`src/rtl/pipeline_branch_resolve_if.sv`:
```
// MEM-stage branch resolution bundle: resolution inputs from the pipe,
// IF-stage BHT lookup, redirect/flush controls and statistics outputs.
interface pipeline_branch_resolve_if #(
   parameter int unsigned XLEN      = 32,
   parameter int unsigned CNT_WIDTH = 16
);
   logic                 valid_in_Mem;
   logic [2:0]           BrType_in_Mem;
   logic                 zero_in_Mem;
   logic                 lt_in_Mem;
   logic                 ltu_in_Mem;
   logic                 Predicted_in_Mem;
   logic [XLEN-1:0]      PC_in_Mem;
   logic [XLEN-1:0]      target_in_Mem;
   logic [XLEN-1:0]      PC_in_IF;
   logic                 predict_taken_IF;
   logic                 PCSrc;
   logic [XLEN-1:0]      redirect_PC;
   logic                 flush;
   logic [CNT_WIDTH-1:0] branch_cnt;
   logic [CNT_WIDTH-1:0] mispredict_cnt;

   // Pipeline side: drives the MEM/IF information, consumes redirect controls.
   modport master (
      output valid_in_Mem, BrType_in_Mem, zero_in_Mem, lt_in_Mem, ltu_in_Mem,
             Predicted_in_Mem, PC_in_Mem, target_in_Mem, PC_in_IF,
      input  predict_taken_IF, PCSrc, redirect_PC, flush, branch_cnt, mispredict_cnt
   );

   // Resolver side.
   modport slave (
      input  valid_in_Mem, BrType_in_Mem, zero_in_Mem, lt_in_Mem, ltu_in_Mem,
             Predicted_in_Mem, PC_in_Mem, target_in_Mem, PC_in_IF,
      output predict_taken_IF, PCSrc, redirect_PC, flush, branch_cnt, mispredict_cnt
   );
endinterface

```
`src/rtl/pipeline_branch_resolve.sv`:
```
// MEM-stage branch resolver: RV32 branch/jump resolution, 2-bit BHT for
// IF-stage prediction, registered redirect pulse, multi-cycle flush and
// saturating branch/mispredict statistics.
module pipeline_branch_resolve #(
   parameter int unsigned XLEN         = 32,
   parameter int unsigned BHT_IDX_BITS = 4,
   parameter int unsigned FLUSH_CYCLES = 3,
   parameter int unsigned CNT_WIDTH    = 16
) (
   input  logic                    clk,
   input  logic                    rst,
   pipeline_branch_resolve_if.slave bus
);
   localparam int unsigned BHT_ENTRIES = 1 << BHT_IDX_BITS;

   typedef enum logic {
      IDLE,
      FLUSHING
   } state_e;

   state_e                  state_q, state_d;
   logic [3:0]              flush_cnt_q, flush_cnt_d;
   logic                    pcsrc_q, pcsrc_d;
   logic [XLEN-1:0]         redirect_pc_q, redirect_pc_d;
   logic [CNT_WIDTH-1:0]    branch_cnt_q, branch_cnt_d;
   logic [CNT_WIDTH-1:0]    mispredict_cnt_q, mispredict_cnt_d;
   logic [1:0]              bht_q [BHT_ENTRIES];
   logic [1:0]              bht_cur;
   logic [1:0]              bht_entry_d;
   logic                    bht_we;
   logic [BHT_IDX_BITS-1:0] mem_idx;
   logic [BHT_IDX_BITS-1:0] if_idx;
   logic                    active;
   logic                    is_branch;
   logic                    is_cond;
   logic                    taken;
   logic                    mispredict;
   logic                    unused_pc_if_bits;

   assign mem_idx           = bus.PC_in_Mem[BHT_IDX_BITS+1:2];
   assign if_idx            = bus.PC_in_IF[BHT_IDX_BITS+1:2];
   assign unused_pc_if_bits = ^{bus.PC_in_IF[XLEN-1:BHT_IDX_BITS+2], bus.PC_in_IF[1:0]};

   // Wrong-path instructions arriving during a flush are ignored entirely.
   assign active     = bus.valid_in_Mem && (state_q == IDLE);
   assign is_branch  = (bus.BrType_in_Mem != 3'b000);
   assign is_cond    = is_branch && (bus.BrType_in_Mem != 3'b111);
   assign mispredict = active && is_branch && (taken != bus.Predicted_in_Mem);

   // Branch condition evaluation from the EX comparison flags.
   always_comb begin
      taken = 1'b0;
      case (bus.BrType_in_Mem)
         3'b001:  taken = bus.zero_in_Mem;
         3'b010:  taken = ~bus.zero_in_Mem;
         3'b011:  taken = bus.lt_in_Mem;
         3'b100:  taken = ~bus.lt_in_Mem;
         3'b101:  taken = bus.ltu_in_Mem;
         3'b110:  taken = ~bus.ltu_in_Mem;
         3'b111:  taken = 1'b1;
         default: taken = 1'b0;
      endcase
   end

   // Saturating 2-bit counter update for the resolved entry.
   always_comb begin
      bht_we      = active && is_cond;
      bht_cur     = bht_q[mem_idx];
      bht_entry_d = bht_cur;
      if (taken) begin
         if (bht_cur != 2'b11) bht_entry_d = bht_cur + 2'd1;
      end else begin
         if (bht_cur != 2'b00) bht_entry_d = bht_cur - 2'd1;
      end
   end

   // Redirect pulse, redirect target and saturating statistics next-state.
   always_comb begin
      pcsrc_d          = mispredict;
      redirect_pc_d    = redirect_pc_q;
      branch_cnt_d     = branch_cnt_q;
      mispredict_cnt_d = mispredict_cnt_q;
      if (mispredict) begin
         redirect_pc_d = taken ? bus.target_in_Mem : (bus.PC_in_Mem + XLEN'(4));
      end
      if (active && is_branch && (branch_cnt_q != '1)) begin
         branch_cnt_d = branch_cnt_q + 1'b1;
      end
      if (mispredict && (mispredict_cnt_q != '1)) begin
         mispredict_cnt_d = mispredict_cnt_q + 1'b1;
      end
   end

   // Flush FSM next-state: counter leaves FLUSHING on the edge it would hit 0.
   always_comb begin
      state_d     = state_q;
      flush_cnt_d = flush_cnt_q;
      case (state_q)
         IDLE: begin
            if (mispredict) begin
               state_d     = FLUSHING;
               flush_cnt_d = 4'(FLUSH_CYCLES);
            end
         end
         FLUSHING: begin
            flush_cnt_d = flush_cnt_q - 4'd1;
            if (flush_cnt_q == 4'd1) state_d = IDLE;
         end
         default: state_d = IDLE;
      endcase
   end

   // State, redirect, statistics and BHT registers.
   always_ff @(posedge clk) begin
      if (rst) begin
         state_q          <= IDLE;
         flush_cnt_q      <= '0;
         pcsrc_q          <= 1'b0;
         redirect_pc_q    <= '0;
         branch_cnt_q     <= '0;
         mispredict_cnt_q <= '0;
         for (int unsigned i = 0; i < BHT_ENTRIES; i++) begin
            bht_q[i] <= 2'b01;
         end
      end else begin
         state_q          <= state_d;
         flush_cnt_q      <= flush_cnt_d;
         pcsrc_q          <= pcsrc_d;
         redirect_pc_q    <= redirect_pc_d;
         branch_cnt_q     <= branch_cnt_d;
         mispredict_cnt_q <= mispredict_cnt_d;
         if (bht_we) bht_q[mem_idx] <= bht_entry_d;
      end
   end

   assign bus.predict_taken_IF = bht_q[if_idx][1];
   assign bus.PCSrc            = pcsrc_q;
   assign bus.redirect_PC      = redirect_pc_q;
   assign bus.flush            = (state_q == FLUSHING);
   assign bus.branch_cnt       = branch_cnt_q;
   assign bus.mispredict_cnt   = mispredict_cnt_q;
endmodule

```
`src/flat_wrapper.sv`:
```
// flat-port wrapper written by rule: the top's interface ports become plain ports
module pipeline_branch_resolve_flat 
#(
   parameter int unsigned XLEN         = 32,
   parameter int unsigned BHT_IDX_BITS = 4,
   parameter int unsigned FLUSH_CYCLES = 3,
   parameter int unsigned CNT_WIDTH    = 16
)
  (clk, rst, bus_valid_in_Mem, bus_BrType_in_Mem, bus_zero_in_Mem, bus_lt_in_Mem, bus_ltu_in_Mem, bus_Predicted_in_Mem, bus_PC_in_Mem, bus_target_in_Mem, bus_PC_in_IF, bus_predict_taken_IF, bus_PCSrc, bus_redirect_PC, bus_flush, bus_branch_cnt, bus_mispredict_cnt);
  pipeline_branch_resolve_if #(.XLEN(XLEN), .CNT_WIDTH(CNT_WIDTH)) bus_i ();
  input  logic clk;
  input  logic rst;
  input wire logic [$bits(bus_i.valid_in_Mem)-1:0] bus_valid_in_Mem;
  input wire logic [$bits(bus_i.BrType_in_Mem)-1:0] bus_BrType_in_Mem;
  input wire logic [$bits(bus_i.zero_in_Mem)-1:0] bus_zero_in_Mem;
  input wire logic [$bits(bus_i.lt_in_Mem)-1:0] bus_lt_in_Mem;
  input wire logic [$bits(bus_i.ltu_in_Mem)-1:0] bus_ltu_in_Mem;
  input wire logic [$bits(bus_i.Predicted_in_Mem)-1:0] bus_Predicted_in_Mem;
  input wire logic [$bits(bus_i.PC_in_Mem)-1:0] bus_PC_in_Mem;
  input wire logic [$bits(bus_i.target_in_Mem)-1:0] bus_target_in_Mem;
  input wire logic [$bits(bus_i.PC_in_IF)-1:0] bus_PC_in_IF;
  output wire logic [$bits(bus_i.predict_taken_IF)-1:0] bus_predict_taken_IF;
  output wire logic [$bits(bus_i.PCSrc)-1:0] bus_PCSrc;
  output wire logic [$bits(bus_i.redirect_PC)-1:0] bus_redirect_PC;
  output wire logic [$bits(bus_i.flush)-1:0] bus_flush;
  output wire logic [$bits(bus_i.branch_cnt)-1:0] bus_branch_cnt;
  output wire logic [$bits(bus_i.mispredict_cnt)-1:0] bus_mispredict_cnt;
  assign bus_i.valid_in_Mem = bus_valid_in_Mem;
  assign bus_i.BrType_in_Mem = bus_BrType_in_Mem;
  assign bus_i.zero_in_Mem = bus_zero_in_Mem;
  assign bus_i.lt_in_Mem = bus_lt_in_Mem;
  assign bus_i.ltu_in_Mem = bus_ltu_in_Mem;
  assign bus_i.Predicted_in_Mem = bus_Predicted_in_Mem;
  assign bus_i.PC_in_Mem = bus_PC_in_Mem;
  assign bus_i.target_in_Mem = bus_target_in_Mem;
  assign bus_i.PC_in_IF = bus_PC_in_IF;
  assign bus_predict_taken_IF = bus_i.predict_taken_IF;
  assign bus_PCSrc = bus_i.PCSrc;
  assign bus_redirect_PC = bus_i.redirect_PC;
  assign bus_flush = bus_i.flush;
  assign bus_branch_cnt = bus_i.branch_cnt;
  assign bus_mispredict_cnt = bus_i.mispredict_cnt;
  pipeline_branch_resolve #(.XLEN(XLEN), .BHT_IDX_BITS(BHT_IDX_BITS), .FLUSH_CYCLES(FLUSH_CYCLES), .CNT_WIDTH(CNT_WIDTH)) u_core (.clk(clk), .rst(rst), .bus(bus_i));
endmodule
```
`config.mk`:
```
export PLATFORM = sky130hd
export DESIGN_NAME = pipeline_branch_resolve_flat
export DESIGN_NICKNAME = d
export VERILOG_FILES = /design/src/rtl/pipeline_branch_resolve_if.sv /design/src/rtl/pipeline_branch_resolve.sv /design/src/flat_wrapper.sv
export SDC_FILE = /design/constraint.sdc
export NUM_CORES = 1
export LEC_CHECK = 0
export BUFFER_PORTS_ARGS = -buffer_cell sky130_fd_sc_hd__buf_2
export CAP_MARGIN = 20
export CORE_MARGIN = 2
export CORE_UTILIZATION = 47
export DETAILED_ROUTE_END_ITERATION = 8
export GPL_TIMING_DRIVEN = 0
export PLACE_DENSITY = 0.78
export SLEW_MARGIN = 20
export SYNTH_ARGS = -nofsm -noshare
export SYNTH_HDL_FRONTEND = slang
export SYNTH_SLANG_ARGS = --single-unit
```
`constraint.sdc`:
```
create_clock -name clk -period 2.16 [get_ports clk]
set_clock_uncertainty 0.15 [all_clocks]
set_input_delay 0.324 -clock clk [delete_from_list [all_inputs] [get_ports clk]]
set_output_delay 0.324 -clock clk [all_outputs]
set_load 0.03 [all_outputs]
```
==> Word-level counts from Yosys, hierarchy flattened <==
Memories as Yosys holds them, arrays and structs flattened.
Cells that the tools add are included.
{ "totals": {"ff_bits": 70, "ram_bits": 32, "output_inout_bits": 67, "word_cells": 59, "n_memories": 1} }
{ "mem_list": {"columns": ["name", "words", "word_bits", "rd", "rd_ports_with_merged_regs", "write_ports", "line", "source"], "rows": [
  ["u_core.bht_q", 16, 2, 2, 0, 16, "pipeline_branch_resolve.sv:27", "logic [1:0] bht_q [BHT_ENTRIES];"]
]} }
{ "op_classes": {"add_sub_neg": 6, "n_eq_ne": 14, "mux": 18, "bitwise_logic": 4, "reduce_logical": 10} }
{ "op_table": {"columns": ["op", "n"], "rows": [
  ["adder 16 x 1 -> 16 bit (second input constant)", 2],
  ["adder 32 x 3 -> 32 bit (second input constant)", 1],
  ["two-way mux 32 bit", 1],
  ["!= test 16 bit (second input constant)", 2],
  ["== test 3 bit (second input constant)", 4],
  ["two-way mux 1 bit", 8],
  ["two-way mux 2 bit", 4],
  ["two-way mux 4 bit", 2],
  ["one-hot mux 4 bit (2 select lines)", 1],
  ["logical AND 1 bit", 7],
  ["one-hot mux 1 bit (7 select lines)", 1],
  ["== test 3 x 2 -> 1 bit (second input constant)", 2],
  ["== test 4 x 1 -> 1 bit (second input constant)", 1],
  ["NOT 1 bit", 4],
  ["subtractor 4 x 1 -> 4 bit (second input constant)", 1],
  ["== test 3 x 1 -> 1 bit (second input constant)", 1],
  ["!= test 3 bit (second input constant)", 1],
  ["nonzero test 3 bit", 1],
  ["adder 2 x 1 -> 2 bit (second input constant)", 1],
  ["!= test 2 x 1 -> 1 bit (second input constant)", 1],
  ["!= test 2 bit (second input constant)", 1],
  ["one-hot mux 1 bit (2 select lines)", 1],
  ["nonzero test 2 bit", 1],
  ["OR reduction 2 bit", 1],
  ["other kinds (2)", 2]
]} }

==> Depth between registers and ports, before layout <==
Gate-level depths: netlist (run 1).
{ "logic_depth": {"ltp_word": 8, "ltp_mapped": 8} }

==> Worst setup path before layout (run 1) <==
OpenSTA, ideal clock, no wires.
{ "synth_path": {"path_type": "input -> register", "startpoint": "in bus_PC_in_Mem[2]", "endpoint": "mem u_core.bht_q[1][0] (data pin)", "arrival_ns": 1.955, "t_required_ns": 1.746, "slack_ns": -0.209, "path_stages": 8, "cell_sequence": "buf_4 -> mux4_2 -> a22o_1 -> nor2_1 -> nor2_1 -> o21ai_2 -> buf_2 -> nand2_1"} }
{ "synth_lines": {"columns": ["item", "line", "source"], "rows": [
  ["from (decl)", "flat_wrapper.sv:19", "input wire logic [$bits(bus_i.PC_in_Mem)-1:0] bus_PC_in_Mem;"],
  ["to (decl)", "pipeline_branch_resolve.sv:27", null]
]} }

==> impl_summary.md, run 1 <==
Timing
Based on the critical path, the design can be clocked at up to about 420 MHz. The number of endpoints with negative hold slack in the final report is 0. Headroom to the max-slew limit came out at a little under three fifths. The final critical path takes up 111% of the cycle.

The worst path in the final design needs a cycle of ~2.4 ns, including I/O delays and setup. After layout, the worst setup slack is -0.246 ns. Setup violations remaining at the end of the flow were counted as 33. The transition time at the pin with the least slew margin is about 0.66 ns. The max-slew violation total from the final report is 0. The setup TNS is -4.64 ns.

Setup repair after global routing could not meet its margin everywhere.

Floorplan
The die is roughly 110 um tall. The die footprint is around 13,000 um2. The standard cell core area is between 10,000 and 15,000 um2. For this configuration, the core starts out at a cell density of a little under half. The number of placement rows is 40.

For this design the top-level I/O count stands at 173. In this run the horizontal extent of the chip is about 110 um.

Detailed routing
Wires add up to about 18 mm. The pre-antenna-repair detailed-routing pass consisted of 5 iterations. After detailed routing, the average wire length per cell comes to 18.7 um. The violation count after the first detailed-routing iteration is about 530. After detailed routing, the number of remaining DRC violations is 0. The number of vias per cell is 5.99.

The count of nets left with antenna violations once routing finished came out at 0. The routed layout has 5,736 vias.

Layout
From synthesis to final layout, the design area changed by 31.2%. The area used by multi-input combinational logic is about 3500 um2. The number of nets in the finished design is approximately 920. Cells with a size suffix above 1 make up a little over a third of the layout. The post-layout instance count excluding filler cells is 957. The register area is approximately 2400 um2. The filler cell count is ~960.

Critical path
The launching instance or port of the critical path is u_core.bht_q[0][1]$_SDFFCE_PN0P_. Data on the critical path is required at its endpoint by around 1.7 ns. In this run the worst path has a maximum fanout of 2. The worst setup path is of the flop to output pin kind. Data on the critical path arrives at its endpoint at 1.93 ns.

The sort of element at the end of the critical path is an output pin. The reg-to-reg startpoint is u_core.bht_q[11][1]$_SDFFCE_PN0P_. The nature of the critical path startpoint is a flop.

Power
The internal portion of the total power is 0.00342 W. Net switching is slightly below 30% of the power. The leakage power is between 2 and 3 nW. Combinational cells account for between 20% and 30% of the total power.

For this design the ratio of total power to cell area is approximately 650 nW/um2. The fraction of power consumed by sequential logic is 43.5%. The clock group share of total power is 34.6%.

Summing internal, switching and leakage power gives between 0.004 and 0.005 W. The switching component of the power is approximately 0.0014 W. The worst-case IR drop observed on VDD is between 0.3 and 0.4 mV.

Worst hold path
The worst hold path begins at bus_target_in_Mem[21]. In this run the worst hold path is classified as input port to flop.

GRT
The initial antenna violation count is 1. The via count of the first global-routing pass came to ~5,400. For this run, global-route usage on met1 was measured as roughly a third. Across every metal layer, demand over resource in global routing totals between 20% and 30%. The layer carrying the most global-route usage is met2. The sum of overflow across all layers after global routing is 0.

The routing usage on met3 is roughly 4.9%. In the global route stage, met2 resource usage came out at 44.9%. Entering global routing, the biggest net connects 16 pins. The first global-routing pass estimated between 20 and 30 mm of wire.

Clock tree
The root buffer cell is sky130_fd_sc_hd__clkbuf_16. TritonCTS built the clock tree. The number of buffers on the longest clock path is 2. The level count of the clock H-tree is 3. After clock tree synthesis, the clock-pin slew on the worst setup and hold paths is around 0.070 ns. Buffers inserted during clock tree synthesis total 9. At the later pin of the worst-skew pair, clock insertion delay measures approximately 0.35 ns. The number of sinks handled by clock tree synthesis is roughly 100. The post-cts hold buffer count is 0.

Logic synthesis
Synthesis produced a netlist with a net count of between 700 and 800. In the synthesized netlist the dominant register cell turns out to be sky130_fd_sc_hd__dfxtp_1. The count of flip-flops with a built-in enable after synthesis is 32. The share of synthesized flip-flops with an asynchronous set or reset is 0%. The post-synthesis instance area is 5700 um2. The fraction of the yosys area taken by sequential cells is between 40 and 50%. After synthesis the netlist holds a flip-flop and latch count of 102. The distinct cell type count after synthesis is 62. Each instance of the synthesized netlist takes up on average approximately 9.0 um2.

The largest area contributor in the synthesized netlist is sky130_fd_sc_hd__dfxtp_1. The area fraction of the dominant cell type after synthesis is 24.6%. Yosys attributes the largest share of cell area to sky130_fd_sc_hd__dfxtp_1, sky130_fd_sc_hd__edfxtp_1, sky130_fd_sc_hd__nand2_1. Yosys printed 0 warnings. The post-synthesis instance total is about 630.

Placed design
The cell count after placement is ~900. The number of buffers added on ports is 142. The setup slack at placement is -0.743 ns.

The final estimated routing congestion in global placement is ~0.92. Detailed placement ended at an HPWL of around 13 mm.

Flow run
The tool flagged a number of max-cap violations equal to 0.

Run status
The flow ran to the end, but the final reports show violations. The final reports fail on negative setup slack.
[critical path, stage by stage (launching register included)]
cell	delay [ns]
sky130_fd_sc_hd__edfxtp_1	0.41
sky130_fd_sc_hd__mux4_2	0.50
sky130_fd_sc_hd__mux4_2	0.51
sky130_fd_sc_hd__buf_6	0.16
[layer usage]
| metal | vias to the layer above | routed length (um) |
|---|---|---|
| li1 | 2675 | - |
| met1 | 2763 | 7270 |
| met2 | 258 | 8930 |
| met3 | 40 | 1260 |
| met4 | 0 | 424 |
| met5 | - | 0 |
[area by class of cell]
class,instances,area share [%]
antenna,1,0.0335
buffer,32,2.59
clock buffer,15,3.60
clock inverter,1,0.402
inverter,12,0.603
multi-input combinational,485,46.7
sequential,102,31.7
tap,147,2.46
timing repair buffer,162,11.9
[placed cells by master, fill, tap and decap left out, types with 7 or more instances in the layout]
cell	netlist	routed
sky130_fd_sc_hd__xor2_1	17	17
sky130_fd_sc_hd__buf_6	0	10
sky130_fd_sc_hd__and3_1	9	8
sky130_fd_sc_hd__clkbuf_1	18	20
sky130_fd_sc_hd__buf_2	12	146
sky130_fd_sc_hd__edfxtp_1	32	32
sky130_fd_sc_hd__nand4_1	21	21
sky130_fd_sc_hd__mux4_2	13	13
sky130_fd_sc_hd__inv_1	12	12
sky130_fd_sc_hd__nor2_1	58	55
sky130_fd_sc_hd__or2_2	16	16
sky130_fd_sc_hd__nor3_1	30	14
sky130_fd_sc_hd__nand2_2	0	18
sky130_fd_sc_hd__o211ai_1	17	17
sky130_fd_sc_hd__dfxtp_1	70	68
sky130_fd_sc_hd__xnor2_1	29	29
sky130_fd_sc_hd__o21ai_0	12	11
sky130_fd_sc_hd__nand3_1	21	20
sky130_fd_sc_hd__nor3_2	0	10
sky130_fd_sc_hd__a21oi_1	38	33
sky130_fd_sc_hd__nand2_1	83	65
sky130_fd_sc_hd__nor2b_1	9	9
sky130_fd_sc_hd__a22o_1	8	8
sky130_fd_sc_hd__buf_4	2	16
sky130_fd_sc_hd__clkbuf_16	0	10
sky130_fd_sc_hd__ha_1	8	7
[synth_stat cells (2+ instances only)]
cell type and instances:
sky130_fd_sc_hd__buf_2 12, sky130_fd_sc_hd__a21o_1 2, sky130_fd_sc_hd__and3_1 9, sky130_fd_sc_hd__a311oi_1 4, sky130_fd_sc_hd__a22o_1 8, sky130_fd_sc_hd__nand2b_1 6, sky130_fd_sc_hd__inv_1 12, sky130_fd_sc_hd__nand3_1 21
sky130_fd_sc_hd__o21a_1 2, sky130_fd_sc_hd__nor3_1 30, sky130_fd_sc_hd__o21ai_1 2, sky130_fd_sc_hd__o21ai_2 2, sky130_fd_sc_hd__clkbuf_1 18, sky130_fd_sc_hd__or4_1 5, sky130_fd_sc_hd__xnor2_1 29, sky130_fd_sc_hd__or2_2 16
sky130_fd_sc_hd__mux2i_1 3, sky130_fd_sc_hd__a22oi_1 4, sky130_fd_sc_hd__nor2b_1 9, sky130_fd_sc_hd__buf_4 2, sky130_fd_sc_hd__o2bb2ai_1 3, sky130_fd_sc_hd__nor2_1 58, sky130_fd_sc_hd__edfxtp_1 32, sky130_fd_sc_hd__and4_1 6
sky130_fd_sc_hd__o31ai_1 4, sky130_fd_sc_hd__xor2_1 17, sky130_fd_sc_hd__a211oi_1 3, sky130_fd_sc_hd__ha_1 8, sky130_fd_sc_hd__nand4_1 21, sky130_fd_sc_hd__and2_1 4, sky130_fd_sc_hd__o22ai_1 5, sky130_fd_sc_hd__nor4_1 9
sky130_fd_sc_hd__nand2_1 83, sky130_fd_sc_hd__mux4_2 13, sky130_fd_sc_hd__a211o_1 2, sky130_fd_sc_hd__or3_1 7, sky130_fd_sc_hd__a21oi_1 38, sky130_fd_sc_hd__a31oi_1 3, sky130_fd_sc_hd__o21ai_0 12, sky130_fd_sc_hd__o211ai_1 17
sky130_fd_sc_hd__dfxtp_1 70
[registers in the layout, summed over array words and instances (netlist names)]
register,cells
u_core.bus.redirect_PC,32
u_core.bus.mispredict_cnt,16
u_core.bus.branch_cnt,16
u_core.bus.flush,1
u_core.bus.PCSrc,1
u_core.bht_q,32
u_core.flush_cnt_q,4
[through the flow]
| stage | hold slack, ns | utilization (%) | instance area, um2 |
|---|---|---|---|
| 2_1_floorplan | 0.315 | - | 5730 |
| 6_report | 0.107 | 62.8 | 7470 |
| 5_1_grt | 0.110 | 62.8 | 7470 |
| 3_3_place_gp | 0.289 | 55.6 | 6620 |
| 3_5_place_dp | 0.295 | 55.6 | 6620 |
| 4_1_cts | 0.105 | 60.4 | 7200 |
[power by group through the flow]
stage	sequential, W	combinational [W]	clock, W
global placement	0.00215	0.000862	0
finish	0.00211	0.00106	0.00168
floorplan	0.00225	0.000457	0
CTS	0.00211	0.000982	0.00167
global route	0.00212	0.00113	0.00176
detailed placement	0.00215	0.000883	0
[kinds of logic after synthesis]
kind of cell,count (synthesis),share of synthesized area (%)
mux,16,5.67
buf+inv,45,3.36
xor+xnor,46,7.07
compound gates,124,15.2
fa+ha+maj,8,1.76
simple gates,291,25.4
flops,102,41.5
[timing repair]
item / 4_1_cts / 5_1_grt
gates resized for setup: 52 / 52
pin swaps: 11 / 10
setup buffers: 8 / 10
setup endpoints to repair: 103 / 87
cloned: 2 / 0
[final timing paths]
| check | endpoint | slack (ns) | cells past startpoint |
|---|---|---|---|
| setup reg to reg | u_core.bht_q[2][0]$_SDFFCE_PN1P_ | -0.18 | 7 |
| setup / recovery | bus_predict_taken_IF | -0.25 | 3 |
| hold reg to reg | u_core.bus.redirect_PC[14]$_SDFFE_PP0P_ | 0.30 | 2 |
| hold / removal | u_core.bus.redirect_PC[21]$_SDFFE_PP0P_ | 0.11 | 3 |
No activity file was read; power rests on OpenSTA's default activity.
==> run 2, diff against run 1 <==
--- a/config.mk
+++ b/config.mk
@@ -12,6 +12,7 @@
 export DETAILED_ROUTE_END_ITERATION = 8
 export GPL_TIMING_DRIVEN = 0
 export PLACE_DENSITY = 0.78
+export SETUP_SLACK_MARGIN = 0.15
 export SLEW_MARGIN = 20
 export SYNTH_ARGS = -nofsm -noshare
 export SYNTH_HDL_FRONTEND = slang
==> constraint.sdc (replaced) <==
create_clock -name clk -period 2.19 [get_ports clk]
set_clock_uncertainty 0.15 [all_clocks]
set_input_delay 0.3285 -clock clk [delete_from_list [all_inputs] [get_ports clk]]
set_output_delay 0.3285 -clock clk [all_outputs]
set_load 0.03 [all_outputs]
==> impl_summary.md, run 2 (same netlist as run 1, synthesis figures left out) <==
Critical path
The worst-path maximum fanout is 2 (unchanged). The category of the most critical setup path is flop to output pin (unchanged). The data arrival at the endpoint of the critical path is 1.96 ns (was 1.93 ns).

The launching instance or port of the critical path is u_core.bht_q[14][1]$_SDFFCE_PN0P_ (was u_core.bht_q[0][1]$_SDFFCE_PN0P_). The sort of element at the end of the critical path is an output pin (unchanged). The reg-to-reg startpoint is u_core.bht_q[11][1]$_SDFFCE_PN0P_ (unchanged). The worst endpoint required time was 1.71 ns (was 1.69 ns).

The nature of the critical path startpoint is a flop (unchanged). The slack of the worst reg-to-reg path came to -0.17 ns (was -0.18 ns).

Detailed routing
The total routed wirelength came to 19.5 mm (was 17.9 mm). The number of vias per cell came to 6.06 (was 5.99). The detail-routed net length per standard cell is 19.9 um (was 18.7 um).

The violation count after the first detailed-routing iteration is 469 (was 531). The number of nets still failing antenna checks after routing came to 0 (unchanged). The detailed-router iteration count before antenna repair is 5 (unchanged). The via count was 5,959 (was 5,736).

The remaining design rule violation count is 0 (unchanged).

Layout
The number of nets in the finished design was 944 (was 918). The post-layout instance count excluding filler cells is 983 (was 957). The share of final-layout standard cells stronger than drive strength 1 was 42.8% (was 35.6%). The filler cell count came to 870 (was 963). The area overhead of the layout relative to synthesis is 41.7% (was 31.2%). Most frequent cells in the layout: sky130_fd_sc_hd__buf_2, sky130_fd_sc_hd__nand2_1, sky130_fd_sc_hd__dfxtp_1, sky130_fd_sc_hd__nor2_1, sky130_fd_sc_hd__edfxtp_1 (was sky130_fd_sc_hd__buf_2, sky130_fd_sc_hd__dfxtp_1, sky130_fd_sc_hd__nand2_1, sky130_fd_sc_hd__nor2_1, sky130_fd_sc_hd__a21oi_1). The most common library cell in the layout ignoring fill and taps is sky130_fd_sc_hd__buf_2 (unchanged).

Clock tree
The post-cts hold buffer count is 0 (unchanged). The clock input transition at the sequential cells of the worst setup and hold paths came to 0.07 ns (about the same). The CTS buffer count was 9 (unchanged). The number of sinks handled by clock tree synthesis is 102 (unchanged). The CTS tree is yes (unchanged). The clock latency on the worst-skew pair is 0.35 ns (about the same). The level count of the clock H-tree came to 3 (unchanged). The number of buffers on the longest clock path was 2 (unchanged). The root buffer cell is sky130_fd_sc_hd__clkbuf_16 (unchanged).

GRT
The global-route wire length before repair came to 27.7 mm (was 27.1 mm). The sum of overflow across all layers after global routing was 0 (unchanged). The combined global-route utilization of all metal layers is 27.2% (was 26.7%). The maximum number of pins on one net before global-route repair is 17 (was 16). The via count of the first global-routing pass was 5,532 (was 5,352). The initial antenna violation count is 1 (unchanged).

Floorplan
The die footprint is 13,000 um2 (unchanged). The standard cell core area is 11,900 um2 (unchanged). The die span in y is 114 um (unchanged).

The number of top-level pins is 173 (unchanged). The number of placement rows was 40 (unchanged). The horizontal die dimension is 114 um (unchanged). The initial standard-cell utilization of the core is 47.8% (unchanged).

Run status
Status: complete, but fails checks (unchanged). Violated checks: negative setup slack (unchanged).

Power
The power per cell area is 599 nW/um2 (was 648 nW/um2). The leakage power is 3.12 nW (was 2.88 nW). The worst voltage drop across the vdd grid was 0.355 mV (was 0.328 mV).

Timing
The worst slew margin relative to its limit is 53.0% (was 56.1%). RSZ-0062 raised after global routing: yes (unchanged). The minimum setup slack in the final design came to -0.251 ns (was -0.246 ns). The number of endpoints with negative hold slack in the final report is 0 (unchanged).

The max-slew violation total from the final report is 0 (unchanged). The post-layout minimum cycle time is roughly 2.4 ns. The transition time at the pin with the least slew margin is 0.705 ns (was 0.658 ns).

The total of endpoints with negative setup slack in the final report came to 33 (unchanged). Of the available clock period, the critical path in the final layout requires 111%. Derived from the worst setup path, the maximum achievable clock frequency is approximately 400 MHz. The final hold slack is 0.105 ns (was 0.107 ns).

Placed design
The number of buffers added on ports is 142 (unchanged). The cell count after placement is 921 (unchanged). The final estimated routing congestion in global placement was 0.904 (was 0.923). The placed wire-length estimate after detailed placement is 13.0 mm (about the same).

Worst hold path
The start point of the worst min-delay path was bus_target_in_Mem[0] (was bus_target_in_Mem[21]). The type of the worst min-delay path is input port to flop (unchanged).

Flow run
The max-capacitance violation count is 0 (unchanged).
run 2: cell types whose count changed in the layout (fill, tap and decap cells not counted), sizes merged:
cell | previous run | this run
clkinv | 0 | 3
inv | 12 | 13
bufinv | 1 | 0
clkbuf | 34 | 31
clkinvlp | 0 | 1
buf | 175 | 200
run 2: metal layers:
layer | global-route usage (%) | up-vias | routed length (um)
met5 | 0 | - | 0
met4 | 11.4 | 0 | 506
met3 | 5.29 | 47 | 1550
met2 | 46.5 | 306 | 9540
met1 | 33.7 | 2889 | 7920
li1 | - | 2717 | -
run 2: final timing paths:
check | cells past startpoint | to
setup / recovery | 3 | bus_predict_taken_IF
setup reg to reg | 7 | u_core.bht_q[1][0]$_SDFFCE_PN1P_
hold / removal | 3 | u_core.bus.redirect_PC[0]$_SDFFE_PP0P_
hold reg to reg | 2 | u_core.bus.redirect_PC[13]$_SDFFE_PP0P_
run 2: worst max-delay path, stage by stage, from the launching register on:
cell and delay, ns:
sky130_fd_sc_hd__edfxtp_1 0.42, sky130_fd_sc_hd__mux4_2 0.51, sky130_fd_sc_hd__mux4_2 0.51, sky130_fd_sc_hd__buf_6 0.16
run 2: layout make-up:
| class | instances | area (um2) | share of cell area (%) |
|---|---|---|---|
| buffer | 33 | 211 | 2.62 |
| inverter | 12 | 45.0 | 0.558 |
| sequential | 102 | 2380 | 29.5 |
| antenna | 1 | 2.50 | 0.0310 |
| clock inverter | 5 | 31.3 | 0.388 |
| clock buffer | 11 | 254 | 3.15 |
| tap | 147 | 184 | 2.28 |
| multi-input combinational | 485 | 3780 | 46.9 |
| timing repair buffer | 187 | 1180 | 14.6 |
run 2: through the flow:
| stage | area (um2) | utilization (%) | setup TNS (ns) | setup slack, ns | power (W) |
|---|---|---|---|---|---|
| 6_report | 8070 | 67.7 | -3.64 | -0.251 | 0.00483 |
| 5_1_grt | 8070 | 67.7 | -5.16 | -0.280 | 0.00498 |
| 4_1_cts | 7450 | 62.6 | -1.17 | -0.242 | 0.00468 |
| 3_5_place_dp | 6650 | 55.8 | -44.53 | -0.723 | 0.00300 |
| 3_3_place_gp | 6650 | 55.8 | -37.58 | -0.631 | 0.00298 |
| 2_1_floorplan | 5760 | - | -1.22 | -0.0735 | 0.00268 |
run 2: timing repair:
item	CTS	global route
buffers inserted	18	25
pin swaps	19	37
endpoints found under the setup margin	109	118
resized for setup	82	113
gates cloned	2	0
run 2: power by group:
group | total [W] | switching [W] | internal (W)
clock network | 0.00158 | 0.000742 | 0.000840
registers | 0.00208 | 0.0000588 | 0.00202
logic | 0.00117 | 0.000710 | 0.000457
total | 0.00483 | 0.00151 | 0.00332
==> run 3, diff against run 2 <==
--- a/config.mk
+++ b/config.mk
@@ -7,8 +7,10 @@
 export LEC_CHECK = 0
 export BUFFER_PORTS_ARGS = -buffer_cell sky130_fd_sc_hd__buf_2
 export CAP_MARGIN = 20
+export CELL_PAD_IN_SITES_DETAIL_PLACEMENT = 1
+export CELL_PAD_IN_SITES_GLOBAL_PLACEMENT = 1
 export CORE_MARGIN = 2
-export CORE_UTILIZATION = 47
+export CORE_UTILIZATION = 35
 export DETAILED_ROUTE_END_ITERATION = 8
 export GPL_TIMING_DRIVEN = 0
 export PLACE_DENSITY = 0.78
==> impl_summary.md, run 3 (same netlist as run 1, synthesis figures left out) <==
Floorplan
The standard cell core area is 15,900 um2 (was 11,900 um2). The number of placement rows is 46 (was 40). The die span in y is 132 um (was 114 um).

The horizontal die dimension is 132 um (was 114 um). The number of top-level pins is 173 (unchanged). The die footprint is 17,300 um2 (was 13,000 um2). The initial standard-cell utilization of the core is 35.9% (was 47.8%).

Clock tree
The clock latency on the worst-skew pair was 0.35 ns (about the same). The root buffer cell is sky130_fd_sc_hd__clkbuf_16 (unchanged). The number of sinks handled by clock tree synthesis came to 102 (unchanged). The CTS buffer count is 9 (unchanged).

The post-cts hold buffer count is 0 (unchanged). The level count of the clock H-tree is 3 (unchanged). The number of buffers on the longest clock path came to 2 (unchanged). The CTS tree is yes (unchanged). The clock input transition at the sequential cells of the worst setup and hold paths is 0.07 ns (about the same).

Detailed routing
The via count was 5,790 (was 5,959). The detailed-router iteration count before antenna repair is 4 (was 5). The detail-routed net length per standard cell is 20.3 um (was 19.9 um). The number of vias per cell is 5.54 (was 6.06). The number of nets still failing antenna checks after routing is 0 (unchanged). The remaining design rule violation count is 0 (unchanged). The violation count after the first detailed-routing iteration is 324 (was 469). The total routed wirelength is 21.2 mm (was 19.5 mm).

Power
The internal power contribution came to 0.00337 W (was 0.00332 W). The leakage power is 3.10 nW (was 3.12 nW). The power per cell area is 607 nW/um2 (was 599 nW/um2).

The switching part of the total power was 31.3% (about the same). The fraction of power consumed by sequential logic is 42.5% (was 43.1%). The switching component of the power came to 0.00153 W (was 0.00151 W). The worst voltage drop across the vdd grid is 0.343 mV (was 0.355 mV). The share of total power in combinational logic came to 24.2% (was 24.1%). The clock group share of total power was 33.3% (was 32.7%).

Layout
The area overhead of the layout relative to synthesis is 41.9% (was 41.7%). The number of nets in the finished design was 937 (was 944). The post-layout instance count excluding filler cells was 1,045 (was 983).

The filler cell count was 1,856 (was 870). The finished layout cell area was 8080 um2 (was 8070 um2). The share of final-layout standard cells stronger than drive strength 1 is 41.8% (was 42.8%). Most frequent cells in the layout: sky130_fd_sc_hd__buf_2, sky130_fd_sc_hd__dfxtp_1, sky130_fd_sc_hd__nand2_1, sky130_fd_sc_hd__nor2_1, sky130_fd_sc_hd__edfxtp_1 (was sky130_fd_sc_hd__buf_2, sky130_fd_sc_hd__nand2_1, sky130_fd_sc_hd__dfxtp_1, sky130_fd_sc_hd__nor2_1, sky130_fd_sc_hd__edfxtp_1).

The most common library cell in the layout ignoring fill and taps is sky130_fd_sc_hd__buf_2 (unchanged).

Worst hold path
The sink of the worst hold path is u_core.bus.redirect_PC[21]$_SDFFE_PP0P_ (was u_core.bus.redirect_PC[0]$_SDFFE_PP0P_). The type of the worst min-delay path is input port to flop (unchanged). The start point of the worst min-delay path was bus_target_in_Mem[21] (was bus_target_in_Mem[0]). The cell depth of the worst min-delay path came to 3 (unchanged).

GRT
The initial antenna violation count was 1 (unchanged). The via count of the first global-routing pass is 5,818 (was 5,532). The combined global-route utilization of all metal layers is 23.1% (was 27.2%).

The sum of overflow across all layers after global routing is 0 (unchanged). The maximum number of pins on one net before global-route repair is 17 (unchanged). The global-route wire length before repair came to 31.6 mm (was 27.7 mm).

Timing
RSZ-0062 raised after global routing: yes (unchanged). The minimum setup slack in the final design was -0.198 ns (was -0.251 ns). The max-slew violation total from the final report was 0 (unchanged). The post-layout minimum cycle time came to 2.39 ns (was 2.44 ns). The number of endpoints with negative hold slack in the final report is 0 (unchanged). The total of endpoints with negative setup slack in the final report is 32 (was 33). The worst slew margin relative to its limit is 43.8% (was 53.0%).

The final hold slack came to 0.0838 ns (was 0.105 ns). The transition time at the pin with the least slew margin is 0.843 ns (was 0.705 ns). The final cycle utilization of the critical path is 109% (was 111%).

The highest achievable clock rate is 419 MHz (was 410 MHz).

Critical path
The slack of the worst reg-to-reg path came to -0.16 ns (was -0.17 ns). The gate family responsible for the most delay along the worst path is multiplexers (unchanged). The worst-path cell with the longest stage delay is sky130_fd_sc_hd__mux4_2 (unchanged). The reg-to-reg startpoint is u_core.bht_q[11][1]$_SDFFCE_PN0P_ (unchanged). The logic depth of the worst register-to-register path is 7 (unchanged). Cell chain of the critical path: mux4_2 > mux4_2 > buf_6 (unchanged). The data arrival at the endpoint of the critical path is 1.91 ns (was 1.96 ns). The number of logic stages on the critical path including buffering came to 3 (unchanged). The worst-path maximum fanout is 2 (unchanged). The category of the most critical setup path is flop to output pin (unchanged). The delay of the slowest cell on the worst path is 0.50 ns (was 0.51 ns). The sort of element at the end of the critical path is an output pin (unchanged). The capture point of the worst reg-to-reg path is u_core.bht_q[2][0]$_SDFFCE_PN1P_ (was u_core.bht_q[1][0]$_SDFFCE_PN1P_). The worst endpoint required time is 1.71 ns (about the same).

The buffering stage count on the worst path with inverters included is 1 (unchanged). The cell repeated most along the worst path is sky130_fd_sc_hd__mux4_2 (unchanged). The nature of the critical path startpoint is a flop (unchanged).

Placed design
The final estimated routing congestion in global placement came to 0.830 (was 0.904). The standard cell area after detailed placement came to 6740 um2 (was 6650 um2). The number of buffers added on ports is 142 (unchanged).

The placed wire-length estimate after detailed placement came to 14.6 mm (was 13.0 mm). The cell count after placement was 990 (was 921).

Run status
Status: complete, but fails checks (unchanged). Violated checks: negative setup slack (unchanged).

Flow run
The max-capacitance violation count was 0 (unchanged).
-- run 3: cell type report --
type | instances | area, um2 | share of cell area [%]
diodes | 1 | 2.50 | 0.0310
clock inverters | 5 | 52.6 | 0.650
flip-flops and latches | 102 | 2370 | 29.3
plain buffers | 33 | 248 | 3.07
inverters | 12 | 45.0 | 0.557
well taps | 216 | 270 | 3.34
multi-input cells | 485 | 3760 | 46.5
clock buffers | 11 | 233 | 2.88
repair buffers | 180 | 1100 | 13.6
-- run 3: routing by layer --
metal	part of all wire, %	track usage (%)	up-vias
li1	-	-	2702
met1	42	29.0	2887
met2	51	40.1	168
met3	4.8	3.90	33
met4	2.4	7.85	0
met5	0	0	-
-- run 3: worst max path at each step --
stage,end,slack [ns],start
6_report,bus_predict_taken_IF,-0.20,u_core.bht_q[14][1]$_SDFFCE_PN0P_
5_1_grt,bus_predict_taken_IF,-0.26,u_core.bht_q[13][1]$_SDFFCE_PN0P_
3_3_place_gp,u_core.bht_q[1][0]$_SDFFCE_PN1P_,-0.75,bus_BrType_in_Mem[0]
4_1_cts,bus_predict_taken_IF,-0.23,u_core.bht_q[13][1]$_SDFFCE_PN0P_
3_5_place_dp,u_core.bht_q[1][0]$_SDFFCE_PN1P_,-0.75,bus_BrType_in_Mem[0]
2_1_floorplan,u_core.bht_q[11][1]$_SDFFCE_PN0P_,-0.07,bus_PC_in_Mem[2]
-- run 3: what timing repair did --
item                                    in CTS  in global routing
gates cloned                                 2                  2
pin swaps                                   18                 37
buffers inserted                            18                 16
resized for setup                           87                102
endpoints found under the setup margin     118                101
-- run 3: stage by stage --
stage | setup WS [ns] | setup TNS [ns] | power (W) | util, %
after floorplan | -0.0735 | -1.22 | 0.00268 | -
after global placement | -0.746 | -52.53 | 0.00301 | 42.4
after detailed placement | -0.752 | -56.89 | 0.00302 | 42.4
after CTS | -0.227 | -1.98 | 0.00477 | 47.5
after global routing | -0.265 | -4.81 | 0.00508 | 50.9
final | -0.198 | -3.85 | 0.00490 | 50.9
-- run 3: worst min-delay path, delay by kind of cell --
kind / cells / cell delay [ns]
AO/OA/AOI/OAI: 2 / 0.15
buffers and inverters: 1 / 0.07
-- run 3: power by group through the flow --
stage | sequential (W) | combinational, W | clock, W
global route | 0.00209 | 0.00126 | 0.00172
floorplan | 0.00222 | 0.000457 | 0
detailed placement | 0.00212 | 0.000899 | 0
global placement | 0.00212 | 0.000887 | 0
CTS | 0.00208 | 0.00105 | 0.00165
finish | 0.00208 | 0.00119 | 0.00163
